--- src/rtl/pipe_hazard_ctrl.sv ---
// pipe_hazard_ctrl: pipeline stall/flush controller with multicycle unit handshakes and held exception redirect
//   clk, resetn       : clock, synchronous active-low reset
//   stall_req         : per-stage stall requests
//   ex_rmem, ex_rt    : load in EX and its destination register
//   id_rs, id_rt      : decode source registers
//   unit_op/ready     : multicycle op present in EX / unit result valid
//   excepttype/cp0_epc: exception code from MEM and ERET return address
//   stall, flush      : per-stage hold / bubble controls
//   unit_start/abort  : one-cycle pulses to each multicycle unit
//   redirect_valid/pc : PC redirect request and target
module pipe_hazard_ctrl #(
    parameter int          NSTAGE    = 5,
    parameter int          ID_STAGE  = 1,
    parameter int          EX_STAGE  = 2,
    parameter int          MEM_STAGE = 3,
    parameter int          NUNIT     = 2,
    parameter logic [31:0] EXC_VEC   = 32'hBFC00380,
    parameter logic [31:0] ERET_CODE = 32'h0000000e
) (
    input  logic              clk,
    input  logic              resetn,
    input  logic [NSTAGE-1:0] stall_req,
    input  logic              ex_rmem,
    input  logic [4:0]        ex_rt,
    input  logic [4:0]        id_rs,
    input  logic [4:0]        id_rt,
    input  logic [NUNIT-1:0]  unit_op,
    input  logic [NUNIT-1:0]  unit_ready,
    input  logic [31:0]       excepttype,
    input  logic [31:0]       cp0_epc,
    output logic [NSTAGE-1:0] stall,
    output logic [NSTAGE-1:0] flush,
    output logic [NUNIT-1:0]  unit_start,
    output logic [NUNIT-1:0]  unit_abort,
    output logic              redirect_valid,
    output logic [31:0]       redirect_pc
);
    localparam logic [1:0] S_IDLE = 2'd0, S_BUSY = 2'd1, S_DONE = 2'd2;
    logic [NUNIT-1:0][1:0] state;
    logic                  pend;
    logic [31:0]           pend_pc;
    logic                  accept, load_use;
    logic [31:0]           target;
    logic [NSTAGE-1:0]     src, stall_c, flush_c;
    logic [NUNIT-1:0]      start_c, abort_c, unit_stall;
    always_comb begin
        accept   = excepttype != 32'd0 && stall_req[NSTAGE-1:MEM_STAGE] == '0;
        load_use = ex_rmem && ex_rt != 5'd0 && (ex_rt == id_rs || ex_rt == id_rt);
        target   = excepttype == ERET_CODE ? cp0_epc : EXC_VEC;
        for (int u = 0; u < NUNIT; u++) begin
            start_c[u]    = state[u] == S_IDLE && unit_op[u] && !accept;
            abort_c[u]    = state[u] == S_BUSY && accept;
            unit_stall[u] = start_c[u] || state[u] == S_BUSY;
        end
        src           = stall_req;
        src[ID_STAGE] = src[ID_STAGE] | load_use;
        src[EX_STAGE] = src[EX_STAGE] | (|unit_stall);
        // a source at stage k holds every stage at or before k
        for (int i = 0; i < NSTAGE; i++)
            stall_c[i] = |(src >> i);
        // a held redirect must keep IF moving so the new PC gets loaded
        if (pend)
            stall_c[0] = 1'b0;
        if (accept)
            stall_c = '0;
        flush_c = {stall_c[NSTAGE-2:0] & ~stall_c[NSTAGE-1:1], pend};
        if (accept)
            flush_c = '1;
        stall          = resetn ? stall_c : '0;
        flush          = resetn ? flush_c : '0;
        unit_start     = resetn ? start_c : '0;
        unit_abort     = resetn ? abort_c : '0;
        redirect_valid = resetn && (accept || pend);
        redirect_pc    = !resetn ? 32'd0 : accept ? target : pend_pc;
    end
    always_ff @(posedge clk) begin
        if (!resetn) begin
            for (int u = 0; u < NUNIT; u++)
                state[u] <= S_IDLE;
            pend    <= 1'b0;
            pend_pc <= 32'd0;
        end else begin
            // DONE waits for the op to leave EX so it is never restarted
            for (int u = 0; u < NUNIT; u++)
                state[u] <= accept ? S_IDLE :
                            start_c[u] ? S_BUSY :
                            state[u] == S_BUSY && unit_ready[u] ? S_DONE :
                            state[u] == S_DONE && !stall_c[EX_STAGE] ? S_IDLE : state[u];
            pend <= (accept || pend) && stall_req[0];
            if (accept && stall_req[0])
                pend_pc <= target;
        end
    end
endmodule

--- config.mk ---
export PLATFORM = sky130hd
export DESIGN_NAME = pipe_hazard_ctrl
export DESIGN_NICKNAME = d
export VERILOG_FILES = /design/src/rtl/pipe_hazard_ctrl.sv
export SDC_FILE = /design/constraint.sdc
export NUM_CORES = 1
export LEC_CHECK = 0
export ABC_CLOCK_PERIOD_IN_PS = 8000
export CORE_MARGIN = 1.5
export CORE_UTILIZATION = 40
export CTS_BUF_LIST = sky130_fd_sc_hd__clkbuf_2 sky130_fd_sc_hd__clkbuf_4 sky130_fd_sc_hd__clkbuf_8
export DETAILED_ROUTE_END_ITERATION = 12
export GPL_ROUTABILITY_DRIVEN = 1
export HOLD_SLACK_MARGIN = 0.15
export PLACE_DENSITY_LB_ADDON = 0.2
export SYNTH_ARGS = -nofsm -noshare
export SYNTH_HDL_FRONTEND = slang
export SYNTH_SLANG_ARGS = --single-unit
--- constraint.sdc ---
create_clock -name clk -period 8 [get_ports clk]
set_clock_uncertainty 0.15 [all_clocks]
set_input_delay 1.6 -clock clk [delete_from_list [all_inputs] [get_ports clk]]
set_output_delay 1.6 -clock clk [all_outputs]
set_load 0.02 [all_outputs]
==> summary.txt <==
Worst hold path
  • Hold crit path type: register to register

Clock network
  • Worst-skew pair later-pin latency: 0.29 ns
  • Clk buf depth: 2
  • Number of buffers created by CTS: 5
  • Root buffer cell: clkbuf_8
  • Number of setup buffers added after CTS: 0
  • CTS Hold Buffers Added: 0
  • Num Clock Sinks: 37
  • Post_cts resized: 0
  • Reg clk slew, reported paths: 0.07 ns
  • H-tree levels: 2
  • TritonCTS clock tree: built

Synthesis
  • Syn. warnings: 0
  • Post-synthesis sequential area ratio: 0.361
  • Most frequent cell after synthesis: a22o_1
  • Flops & latches, synth: 37
  • Post-synth top area share: 0.361
  • Syn Nets: 311
  • Number of synthesized flops with an enable pin: 0
  • Post-synth top cells: a22o_1 (40), dfxtp_1 (37), nor2_1 (21)
  • Post-synth top area cell: dfxtp_1
  • XOR/XNOR Fraction of Synth Area: 0.0427
  • Most used DFF post-synth: dfxtp_1
  • Post-Synth Adder-Cell Area: 0
  • Post-Synth Simple-Gate Area: 0.179
  • Ranking of synthesized cells by area: dfxtp_1 (36%), a22o_1 (17%), o221a_1 (5.5%)
  • Largest family of logic cells by synthesized area: compound AO/OA/AOI/OAI gates
  • Yosys cell types: 39
  • Post-Syn Area: 2050 sq um
  • Multiplexer share of the synthesized area: 0
  • Avg Inst Size Synth: 9.33 sq um
  • Gate Count Post-Synth: 220
  • Compound-Gate Fraction of Synth Area: 0.352
  • Ys async rst share: 0

Routing
  • DR iter-0 viols: 133
  • DRT antenna net count: 0
  • WL final: 6360 microns
  • DRT Pass-1 Iters: 4
  • Vias: 2,258
  • Via density per instance: 5.41
  • Routed wire per std cell: 15.2 microns
  • # DRC: 0

STA
  • # setup viols final: 0
  • Tcrit/Tclk final: 0.817
  • Fin. Hold Viols: 0
  • Tmin final: 6.54 ns
  • Max Slew Vio Count: 0
  • Max-slew headroom: 0.454
  • Slew @ Worst Pin: 0.817 ns
  • Unrepaired setup endpoints after global routing: false
  • Fmax: 153 MHz
  • Post-Route Setup TNS: 0 ns

Pwr
  • Sw Pwr: 0.114 mW
  • Clock power frac: 0.316
  • P per Cell Area: 125 nW/um^2
  • Lkg Pwr: 1.26 nW
  • Cell-internal power: 0.323 mW
  • Comb pwr share: 0.245
  • Switching share of power: 0.260
  • Sequential Power Share: 0.440
  • VDD IR-drop max: 0.0601 mV
  • Total power: 0.436 mW

Cells and area
  • Fillers: 387
  • Final instance area: 3500 sq um
  • Nets: 440
  • Non-Filler Instances: 417
  • # diodes: 0
  • Register area: 741 sq um
  • Area delta synth->final: 70.7%
  • Footprint of the multi-input gates: 1180 sq um
  • Layout cells sized above 1: 0.0686

Setup path
  • Crit path arrival time: 4.79 ns
  • Crit. End Element: primary output
  • Critical path startpoint category: input pin
  • Crit path max fanout: 24
  • Req. time, crit path: 6.25 ns
  • Crit path kind: input pin to primary output

Global route
  • Global-route usage over all layers: 0.231
  • Largest net degree at the start of global routing: 26
  • Antenna violations before repair: 0
  • Total gr overflow: 0
  • First-pass GRT wire length: 9800 microns
  • Number of global-route vias before repair: 2,108

Floorplan
  • Die width: 74.6 microns
  • Die ar.: 5570 sq um
  • Starting Density: 0.426
  • Core area: 4820 sq um
  • Io pins: 138
  • # rows: 25
  • Die Y: 74.6 microns

Place
  • GPL Wtd Cong: 0.928
  • Area after DPL: 3410 sq um
  • Cells after DPL: 409
  • Post-DP HPWL: 4870 microns
  • Port Buffer Count: 137

Run status
  • Status: finished clean

Flow run
  • Max Cap Viol: 0
[layer usage]
metal / routed length (microns) / vias up / GRT usage
li1: - / 1111 / -
met1: 2530 / 1029 / 0.269
met2: 3230 / 108 / 0.405
met3: 483 / 10 / 0.0643
met4: 110 / 0 / 0.0848
met5: 0 / - / 0
[power groups by stage]
stage / clock network (mW) / registers, mW / logic (mW)
final: 0.138 / 0.192 / 0.107
after global routing: 0.149 / 0.192 / 0.114
after CTS: 0.140 / 0.192 / 0.107
after detailed placement: 0 / 0.196 / 0.107
after global placement: 0 / 0.196 / 0.106
after floorplan: 0 / 0.195 / 0.0398
[flip-flops by register name, indices dropped and copies added (netlist names)]
name and cells:
pend_pc 32, state 4, pend 1
[cell type report]
type | count | share of cell area
timing repair buffer | 140 | 0.398
multi-input combinational | 163 | 0.337
sequential | 37 | 0.212
tap | 67 | 0.0239
clock buffer | 6 | 0.0236
clock inverter | 2 | 0.00393
inverter | 2 | 0.00214
[layout by cell type, fill, tap and decap left out, types with 2 or more instances in the layout]
master / instances
nor3_1: 4
o221a_2: 2
and2_1: 2
nor2b_1: 2
inv_1: 2
nor4_1: 7
clkdlybuf4s50_1: 137
nand4_1: 2
o21ai_0: 6
a21o_1: 2
a21oi_1: 10
or3b_2: 2
o21a_1: 2
buf_4: 3
dfxtp_1: 37
o221a_1: 10
nor2_1: 21
nand3_1: 3
nand2b_1: 2
nand2_1: 6
or2_2: 2
nor3b_1: 3
or4_1: 2
nor3_2: 2
a22o_1: 40
o2bb2ai_1: 12
xor2_1: 6
xnor2_1: 4
clkbuf_8: 6
[cell families after synthesis]
| family | count (synthesis) |
|---|---|
| and+or+nand+nor | 66 |
| buffers and inverters | 20 |
| AOI/OAI and AO/OA | 87 |
| DFF | 37 |
| xor gates and xnor gates | 10 |
[metrics by stage]
stage / setup slack (ns) / util / hold slack [ns]
6_report: 1.46 / 0.727 / 0.335
5_1_grt: 1.17 / 0.727 / 0.350
4_1_cts: 1.44 / 0.727 / 0.336
3_5_place_dp: 1.46 / 0.707 / 0.316
3_3_place_gp: 1.55 / 0.707 / 0.312
2_1_floorplan: 3.10 / - / 0.300
[worst paths after layout]
| kind | start | to | slack, ns | cells after the start |
|---|---|---|---|---|
| hold / removal | pend_pc[3]$_SDFFE_PN0P_ | pend_pc[3]$_SDFFE_PN0P_ | 0.34 | 1 |
| hold reg to reg | pend_pc[3]$_SDFFE_PN0P_ | pend_pc[3]$_SDFFE_PN0P_ | 0.34 | 1 |
| setup / recovery | excepttype[21] | redirect_pc[20] | 1.46 | 9 |
| setup reg to reg | state[2]$_SDFFE_PP0P_ | state[1]$_SDFFE_PP0P_ | 6.52 | 4 |
[critical path, cell delays in order]
cell and delay (ns):
clkdlybuf4s50_1 0.40, nor4_1 0.40, nand4_1 0.23, nor3_2 0.49
nor3_2 0.13, nor2b_2 0.36, buf_4 0.35, a22o_1 0.19
clkdlybuf4s50_1 0.62
No activity file was read; power rests on OpenSTA's default activity.
